===== src/rtl/hack_vga_line_fetcher.sv =====
// Hack screen line fetcher: pulls one 32-word row per visible line into a line
// buffer during horizontal blanking, then shifts it out as a centred 1-bit pixel.
module hack_vga_line_fetcher #(
    parameter int H_OFFSET   = 64,
    parameter int V_OFFSET   = 112,
    parameter int FETCH_LEAD = 128,
    parameter int BASE_ADDR  = 0,
    parameter int ADDR_WIDTH = 13
) (
    input  logic                  i_clk,
    input  logic                  i_rst,
    input  logic                  i_pix_stb,
    input  logic                  i_hs,
    input  logic                  i_vs,
    input  logic                  i_active,
    input  logic [9:0]            i_x,
    input  logic [9:0]            i_y,
    input  logic [9:0]            i_clks_before_active,
    output logic                  o_mem_req,
    output logic [ADDR_WIDTH-1:0] o_mem_addr,
    input  logic                  i_mem_ack,
    input  logic [15:0]           i_mem_data,
    output logic                  o_hs,
    output logic                  o_vs,
    output logic                  o_active,
    output logic                  o_pixel,
    output logic                  o_underrun
);

    typedef enum logic {IDLE, REQ} fetchState_t;

    fetchState_t           state_q, state_d;
    logic [4:0]            wordIdx_q, wordIdx_d;
    logic [5:0]            fetchCount_q, fetchCount_d;
    logic [ADDR_WIDTH-1:0] addr_q, addr_d;
    logic [15:0]           lineBuf_q [32];
    logic                  bufWe;

    logic                  hs_q, vs_q, active_q, pixel_q, underrun_q;
    logic                  underrunDone_q;

    logic                  rowValid;
    logic [7:0]            rowIdx;
    logic                  trigger;
    logic [ADDR_WIDTH-1:0] rowBase;
    logic                  inSpan;
    logic [8:0]            col;
    logic [15:0]           wordRd;
    logic                  wordFetched;
    logic                  imageHit;
    logic                  pixelD;
    logic                  underrunHit;

    assign rowValid = (i_y >= 10'(V_OFFSET)) && (i_y < 10'(V_OFFSET + 256));
    assign rowIdx   = 8'(i_y - 10'(V_OFFSET));
    assign trigger  = i_pix_stb && (i_clks_before_active == 10'(FETCH_LEAD)) && rowValid;
    assign rowBase  = ADDR_WIDTH'(BASE_ADDR) + ADDR_WIDTH'({rowIdx, 5'b0});

    assign inSpan   = (i_x >= 10'(H_OFFSET)) && (i_x < 10'(H_OFFSET + 512));
    assign col      = 9'(i_x - 10'(H_OFFSET));

    // A new trigger always wins, restarting the fetch even mid-row.
    always_comb begin
        state_d      = state_q;
        wordIdx_d    = wordIdx_q;
        fetchCount_d = fetchCount_q;
        addr_d       = addr_q;
        bufWe        = 1'b0;
        if (trigger) begin
            state_d      = REQ;
            wordIdx_d    = 5'd0;
            fetchCount_d = 6'd0;
            addr_d       = rowBase;
        end else if (state_q == REQ && i_mem_ack) begin
            bufWe        = 1'b1;
            fetchCount_d = fetchCount_q + 6'd1;
            if (wordIdx_q == 5'd31) begin
                state_d = IDLE;
            end else begin
                wordIdx_d = wordIdx_q + 5'd1;
                addr_d    = addr_q + ADDR_WIDTH'(1);
            end
        end
    end

    always_ff @(posedge i_clk) begin
        if (i_rst) begin
            state_q      <= IDLE;
            wordIdx_q    <= 5'd0;
            fetchCount_q <= 6'd0;
            addr_q       <= '0;
        end else begin
            state_q      <= state_d;
            wordIdx_q    <= wordIdx_d;
            fetchCount_q <= fetchCount_d;
            addr_q       <= addr_d;
        end
    end

    always_ff @(posedge i_clk) begin
        if (bufWe && !i_rst) begin
            lineBuf_q[wordIdx_q] <= i_mem_data;
        end
    end

    // Word being written this cycle is forwarded so the pixel sees it at once.
    always_comb begin
        wordRd      = lineBuf_q[col[8:4]];
        wordFetched = ({1'b0, col[8:4]} < fetchCount_q);
        if (bufWe && (wordIdx_q == col[8:4])) begin
            wordRd      = i_mem_data;
            wordFetched = 1'b1;
        end
        imageHit    = i_active && inSpan && rowValid;
        pixelD      = imageHit && wordFetched && !wordRd[col[3:0]];
        underrunHit = imageHit && !wordFetched;
    end

    always_ff @(posedge i_clk) begin
        if (i_rst) begin
            hs_q           <= 1'b1;
            vs_q           <= 1'b1;
            active_q       <= 1'b0;
            pixel_q        <= 1'b0;
            underrun_q     <= 1'b0;
            underrunDone_q <= 1'b0;
        end else begin
            underrun_q <= 1'b0;
            if (trigger) begin
                underrunDone_q <= 1'b0;
            end
            if (i_pix_stb) begin
                hs_q     <= i_hs;
                vs_q     <= i_vs;
                active_q <= i_active;
                pixel_q  <= pixelD;
                if (underrunHit && !underrunDone_q) begin
                    underrun_q     <= 1'b1;
                    underrunDone_q <= 1'b1;
                end
            end
        end
    end

    assign o_mem_req  = (state_q == REQ);
    assign o_mem_addr = addr_q;
    assign o_hs       = hs_q;
    assign o_vs       = vs_q;
    assign o_active   = active_q;
    assign o_pixel    = pixel_q;
    assign o_underrun = underrun_q;

endmodule


===== config.mk =====
export PLATFORM = sky130hd
export DESIGN_NAME = hack_vga_line_fetcher
export DESIGN_NICKNAME = d
export VERILOG_FILES = /design/src/rtl/hack_vga_line_fetcher.sv
export SDC_FILE = /design/constraint.sdc
export NUM_CORES = 1
export LEC_CHECK = 0
export ABC_AREA = 0
export ABC_CLOCK_PERIOD_IN_PS = 5400
export BUFFER_PORTS_ARGS = -buffer_cell sky130_fd_sc_hd__buf_2
export CAP_MARGIN = 20
export CORE_MARGIN = 8
export CORE_UTILIZATION = 30
export CTS_BUF_LIST = sky130_fd_sc_hd__clkbuf_16
export CTS_CLUSTER_SIZE = 16
export DETAILED_ROUTE_END_ITERATION = 10
export GPL_TIMING_DRIVEN = 1
export SYNTH_ARGS = -nofsm -noshare
export SYNTH_HDL_FRONTEND = slang
export SYNTH_SLANG_ARGS = --single-unit

===== constraint.sdc =====
create_clock -name i_clk -period 5.4 [get_ports i_clk]
set_clock_uncertainty 0.05 [all_clocks]
set_input_delay 0.54 -clock i_clk [delete_from_list [all_inputs] [get_ports i_clk]]
set_output_delay 0.54 -clock i_clk [all_outputs]
set_load 0.02 [all_outputs]

## Word-level counts from Yosys, hierarchy flattened

Memory sizes are Yosys's and may differ from the RTL's.
Index checks and enable logic that the tools add are counted.

| word-level totals | value |
|---|---|
| logic and storage cells | 71 |
| bits in registers | 31 |
| input bits | 53 |
| output and inout port bits | 19 |
| RAM bits | 512 |
| memories | 1 |

| cells by class | value |
|---|---|
| order comparisons | 6 |
| mux-type cells | 18 |
| bitwise operators | 2 |
| equal/unequal tests | 4 |
| add/sub/neg operators | 5 |
| reductions and logical operators | 24 |

Memory list:

| name | words | bits a word | read ports | clocked after memory_dff | wr ports | line | text |
|---|---|---|---|---|---|---|---|
| lineBuf_q | 32 | 16 | 1 | 0 | 1 | 36 | `logic [15:0] lineBuf_q [32];` |

Operators by type and width:

| kind | number |
|---|---|
| two-way mux 13 bit | 3 |
| >= comparator 10 x 7 -> 1 bit, second input constant | 2 |
| two-way mux 16 bit | 1 |
| adder 13 x 1 -> 13 bit, second input constant | 1 |
| logical AND 1 bit | 13 |
| two-way mux 1 bit | 13 |
| equality test 10 x 8 -> 1 bit, second input constant | 1 |
| less-than comparator 10 bit, second input constant | 1 |
| less-than comparator 10 x 9 -> 1 bit, second input constant | 1 |
| subtractor 9 x 7 -> 9 bit, second input constant | 1 |
| subtractor 8 x 7 -> 8 bit, second input constant | 1 |
| adder 6 x 1 -> 6 bit, second input constant | 1 |
| less-than comparator 5 x 6 -> 1 bit | 1 |
| AND reduction 2 bit | 3 |
| adder 5 x 1 -> 5 bit, second input constant | 1 |
| equality test 5 bit | 1 |
| equality test 5 bit, second input constant | 1 |
| less-than comparator 4 x 5 -> 1 bit, second input constant | 1 |
| binary-select mux 1 bit (select 4 bit) | 1 |
| logical NOT 1 bit | 4 |
| nonzero test 2 bit | 2 |
| OR reduction 2 bit | 2 |
| != test 2 bit, second input constant | 1 |
| inverter 1 bit | 2 |

## Longest topological paths before layout

| logic depth | value |
|---|---|
| word-level depth | 11 |
| mapped depth | 15 |

## Least setup slack after synthesis

Ideal clock, no wire load.

| timing path | value |
|---|---|
| kind | input to register |
| start point | input port i_x[6] |
| end point | register pixel_q, in the netlist o_pixel |
| cell stages on the path | 13 |
| data required time | 5.266 ns |
| arrival time | 3.298 ns |
| setup time | 0.084 ns |
| path buffers | 4 |
| setup slack | 1.968 ns |
| path through | buf_2 inv_2 buf_1 ha_1 clkbuf_1 inv_1 buf_1 ha_1 a21o_1 a21oi_1 o311ai_0 a31o_2 o31ai_2 |

| on the way | value |
|---|---|
| word-level cells in the longest chain between the ends | 8 |
| elaborated cells between the ends (all ways) | 17 |
| those cells by class | 1 x add/sub; 3 x order compare; 1 x eq/ne; 4 x mux; 7 x reduce/logical; 1 x memory |

RTL lines:

| element | line | text |
|---|---|---|
| start: declaration | 16 | `input logic [9:0] i_x,` |
| parallel branches: the longest is 7 deep, another holds memory (32 x 16 bit) | -- |  |
| logical AND 1 bit * | 115 | `pixelD = imageHit && wordFetched && !wordRd[col[3:0]];` |
| end signal: assignment | 136 | `pixel_q <= pixelD;` |
| end: declaration | 39 | `logic hs_q, vs_q, active_q, pixel_q, underrun_q;` |

Mark *: on every way between the ends. The select of a mux whose other input is x is not followed.
A chain may end at the register's enable or synchronous reset.

## Final worst setup path

| timing path | value |
|---|---|
| start point | input port i_y[4] |
| end point | memory lineBuf_q[2][11], enable pin |

| on the way | value |
|---|---|
| word-level cells in the longest chain between the ends | 7 |
| elaborated cells between the ends (all ways) | 8 |
| those cells by class | 2 x order compare; 3 x mux; 3 x reduce/logical |

RTL lines:

| element | line | text |
|---|---|---|
| start: declaration | 17 | `input logic [9:0] i_y,` |
| >= comparator 10 x 7 -> 1 bit / less-than comparator 10 x 9 -> 1 bit (equally long branches) | 54 | `assign rowValid = (i_y >= 10'(V_OFFSET)) && (i_y < 10'(V_OFFSET + 256));` |
| logical AND 1 bit * | 54 |  |
| logical AND 1 bit * | 56 | `assign trigger = i_pix_stb && (i_clks_before_active == 10'(FETCH_LEAD)) && rowValid;` |
| two-way mux 1 bit * | 69 | `if (trigger) begin` |
| logical AND 1 bit * | 101 | `if (bufWe && !i_rst) begin` |
| two-way mux 1 bit * | 101 |  |
| two-way mux 1 bit (not written as such) * | 102 | `lineBuf_q[wordIdx_q] <= i_mem_data;` |
| end: declaration | 36 |  |

Mark *: on every way between the ends. The rest lies on a longest branch, timed or not.

==> impl_metrics.yaml <==
global_route:
  grt_usage_pct: 13.3
  grt_pass1_vias: 11694
  antenna_found_initial: 1
  grt_max_degree: 72
  grt_pass1_wl_um: 81400
  overflow: 0
job:
  drv_cap: 0
yosys:
  async_reset_ff_share_pct: 0
  ys.flop_type: "edfxtp_1"
  synth_seq_cells: 543
  seq_area_frac_synth_pct: 73.4
  syn_nets: 1229
  synth_area_um2: 21800
  synth_warnings: 0
  synthCells: 1162
  synth_edf_count: 512
  synth.avg_cell_area_um2: 18.8
  ys_types: 62
power:
  power_density_nw_per_um2: 347
  p_total_mw: 8.74
  switchingPower_mw: 1.91
  comb_power_share_pct: 5.6
  p_int_mw: 6.82
  clkPwrFrac_pct: 41.7
  seqPwrFrac_pct: 52.7
  peakVddDrop_mv: 0.253
  swShare_pct: 21.9
  p_leak_nw: 8.06
clock_network:
  cts_sinks: 543
  cts-buffers-inserted: 55
  root_buffer: "clkbuf_16"
  postCtsHoldBufs: 0
  postCtsResizedCells: 0
  clk_pin_slew_ns: 0.06
  cts_tree: "yes"
  htreeDepth: 2
  worstSkewPairLatency_ns: 0.62
  cts_buffer_depth: 3
  post_cts_buffers: 0
timing:
  slew_viol_final: 0
  setup_viol_count_final: 0
  relSlewSlack_pct: 27.7
  tightestPinTransition_ns: 1.08
  max_freq_mhz: 295
  period_minus_slack_ns: 3.39
  timing.setup.tns_ns: 0
  rsz0062_at_grt: "no"
  fin_crit_sh_pct: 62.9
  hold_viol: 0
worst_setup_path:
  crit_buf_inv: 1
  worstSetupPathType: "in -> reg"
  path_cells: "buf_2 -> ha_1 -> a21oi_1 -> mux2_2 -> and4_1 -> nor2_1 -> nand3_1 -> nor2_2"
  critical_path.max_stage_delay_ns: 1.03
  setup.worst_path.start_class: "input pin"
  cp_slowest_cell: "nor2_2"
  crit_path_end_kind: "flip-flop"
  crit_path_max_fanout: 16
  arrival_ns: 3.56
  worst_path_dominant_cell_family: "simple AND/OR/NAND/NOR gates"
  crit-reg2reg-launch: "wordIdx_q[2]"
  crit_start: "i_y[4]"
  crit_required_ns: 5.57
floorplan:
  top_level_ports: 72
  die_w_um: 286
  num_rows: 99
  core_area_um2: 72500
  start_util_pct: 30.1
  die-area_um2: 81600
  die_h_um: 286
routing:
  vias: 11550
  drtAntennaViolNets: 0
  routed_wl_um: 55500
  routed_via_density: 5.08
  drtIter0Drc: 1293
  first_pass_iters: 5
  remaining_drc_errors: 0
  wire_per_inst_um: 24.4
worst_hold_path:
  hp-start: "i_y[4]"
  hold_class: "in -> reg"
placed_design:
  dp_hpwl_um: 35000
  place.gp.congestion: 0.907
  port_buffers: 71
  placed_area_um2: 23400
outcome:
  outcome: "completed"
layout:
  final_common_cell: "edfxtp_1"
  final_area_um2: 25200
  mostFrequentLayoutCells: "edfxtp_1 (512), mux4_2 (115), buf_2 (69), clkbuf_16 (55), nor2_1 (47)"
  area_delta_synth_final_pct: 15.4
  drive_above_1_share_pct: 26.7
  final_nets: 1334
-- cells by family (layout without fill, tap and decap cells) --
logic type,count (synthesis),in the layout,share of synthesized area (%)
flops,543,543,73.4
simple gates,213,213,4.68
buf+inv,74,224,1.77
compound gates,121,121,3.82
fa+ha+maj,14,14,0.803
other cells,0,1,0
mux,170,170,14.5
xor+xnor,27,27,1.12
-- worst register-to-register path: stages (launching register included) --
cell,delay [ns]
dfxtp_1,0.71
xnor2_1,0.18
nor3_1,0.19
nand4_1,0.32
or2_0,0.59
o311ai_0,0.42
a21oi_1,0.08
a31o_2,0.29
o31ai_2,0.27
-- registers in the layout (all words and copies together) (netlist names) --
| name | cells |
|---|---|
| lineBuf_q | 512 |
| o_mem_addr | 13 |
| fetchCount_q | 6 |
| wordIdx_q | 5 |
| o_active | 1 |
| o_hs | 1 |
| o_mem_req | 1 |
| o_pixel | 1 |
| o_underrun | 1 |
| o_vs | 1 |
| underrunDone_q | 1 |
-- path summary, 6_finish.rpt --
check	slack, ns	cells after the start	endpoint
setup / recovery	2.01	8	lineBuf_q[2][11]
hold / removal	0.09	2	o_mem_addr[9]
setup reg to reg	2.19	8	o_pixel
hold reg to reg	0.42	1	underrunDone_q
-- stage by stage --
stage	cells	setup slack (ns)	hold slack, ns	util, %
2_1_floorplan	1162	1.97	0.367	-
3_3_place_gp	2169	1.45	0.388	32.3
3_5_place_dp	2169	1.44	0.389	32.3
4_1_cts	2271	2.08	0.0658	34.7
5_1_grt	2271	1.89	0.0914	34.7
6_report	2272	2.01	0.0919	34.7
-- final cells by class --
cell class                 instances  area (µm²)
inverter                          12        45.0
antenna                            1        2.50
tap                              959        1200
timing repair buffer             110         686
clock inverter                    47         360
sequential                       543       16000
fill                            6750       47300
clock buffer                      55        1380
multi-input combinational        545        5500
-- power groups by stage --
stage / Sequential, mW / Clock, mW / Combinational [mW]
after global routing: 4.60 / 3.85 / 0.525
after CTS: 4.60 / 3.70 / 0.496
final: 4.60 / 3.64 / 0.493
after floorplan: 4.69 / 0 / 0.272
after detailed placement: 4.69 / 0 / 0.495
after global placement: 4.69 / 0 / 0.490
-- cell usage after synthesis (11+ instances only) --
| cell type | count | share of area (%) |
|---|---|---|
| mux2i_1 | 46 | 2.1 |
| ha_1 | 14 | 0.80 |
| nand4_1 | 19 | 0.55 |
| dfxtp_1 | 31 | 2.8 |
| o21ai_0 | 22 | 0.51 |
| nand3_1 | 18 | 0.41 |
| buf_2 | 11 | 0.25 |
| and3_1 | 11 | 0.32 |
| nor2_1 | 78 | 1.3 |
| mux4_2 | 115 | 12 |
| a221oi_1 | 13 | 0.52 |
| xnor2_1 | 14 | 0.56 |
| nand2_1 | 44 | 0.76 |
| edfxtp_1 | 512 | 71 |
| a21oi_1 | 29 | 0.67 |
| clkbuf_1 | 28 | 0.48 |
| xor2_1 | 12 | 0.48 |
-- metal layers --
layer	track usage [%]	part of all wire [%]	up-vias
li1	-	-	4962
met1	17.9	42	6007
met2	21.0	46	485
met3	3.17	8.2	96
met4	4.54	3.0	0
met5	0	0	-
Power figures use the tool's default switching activity.
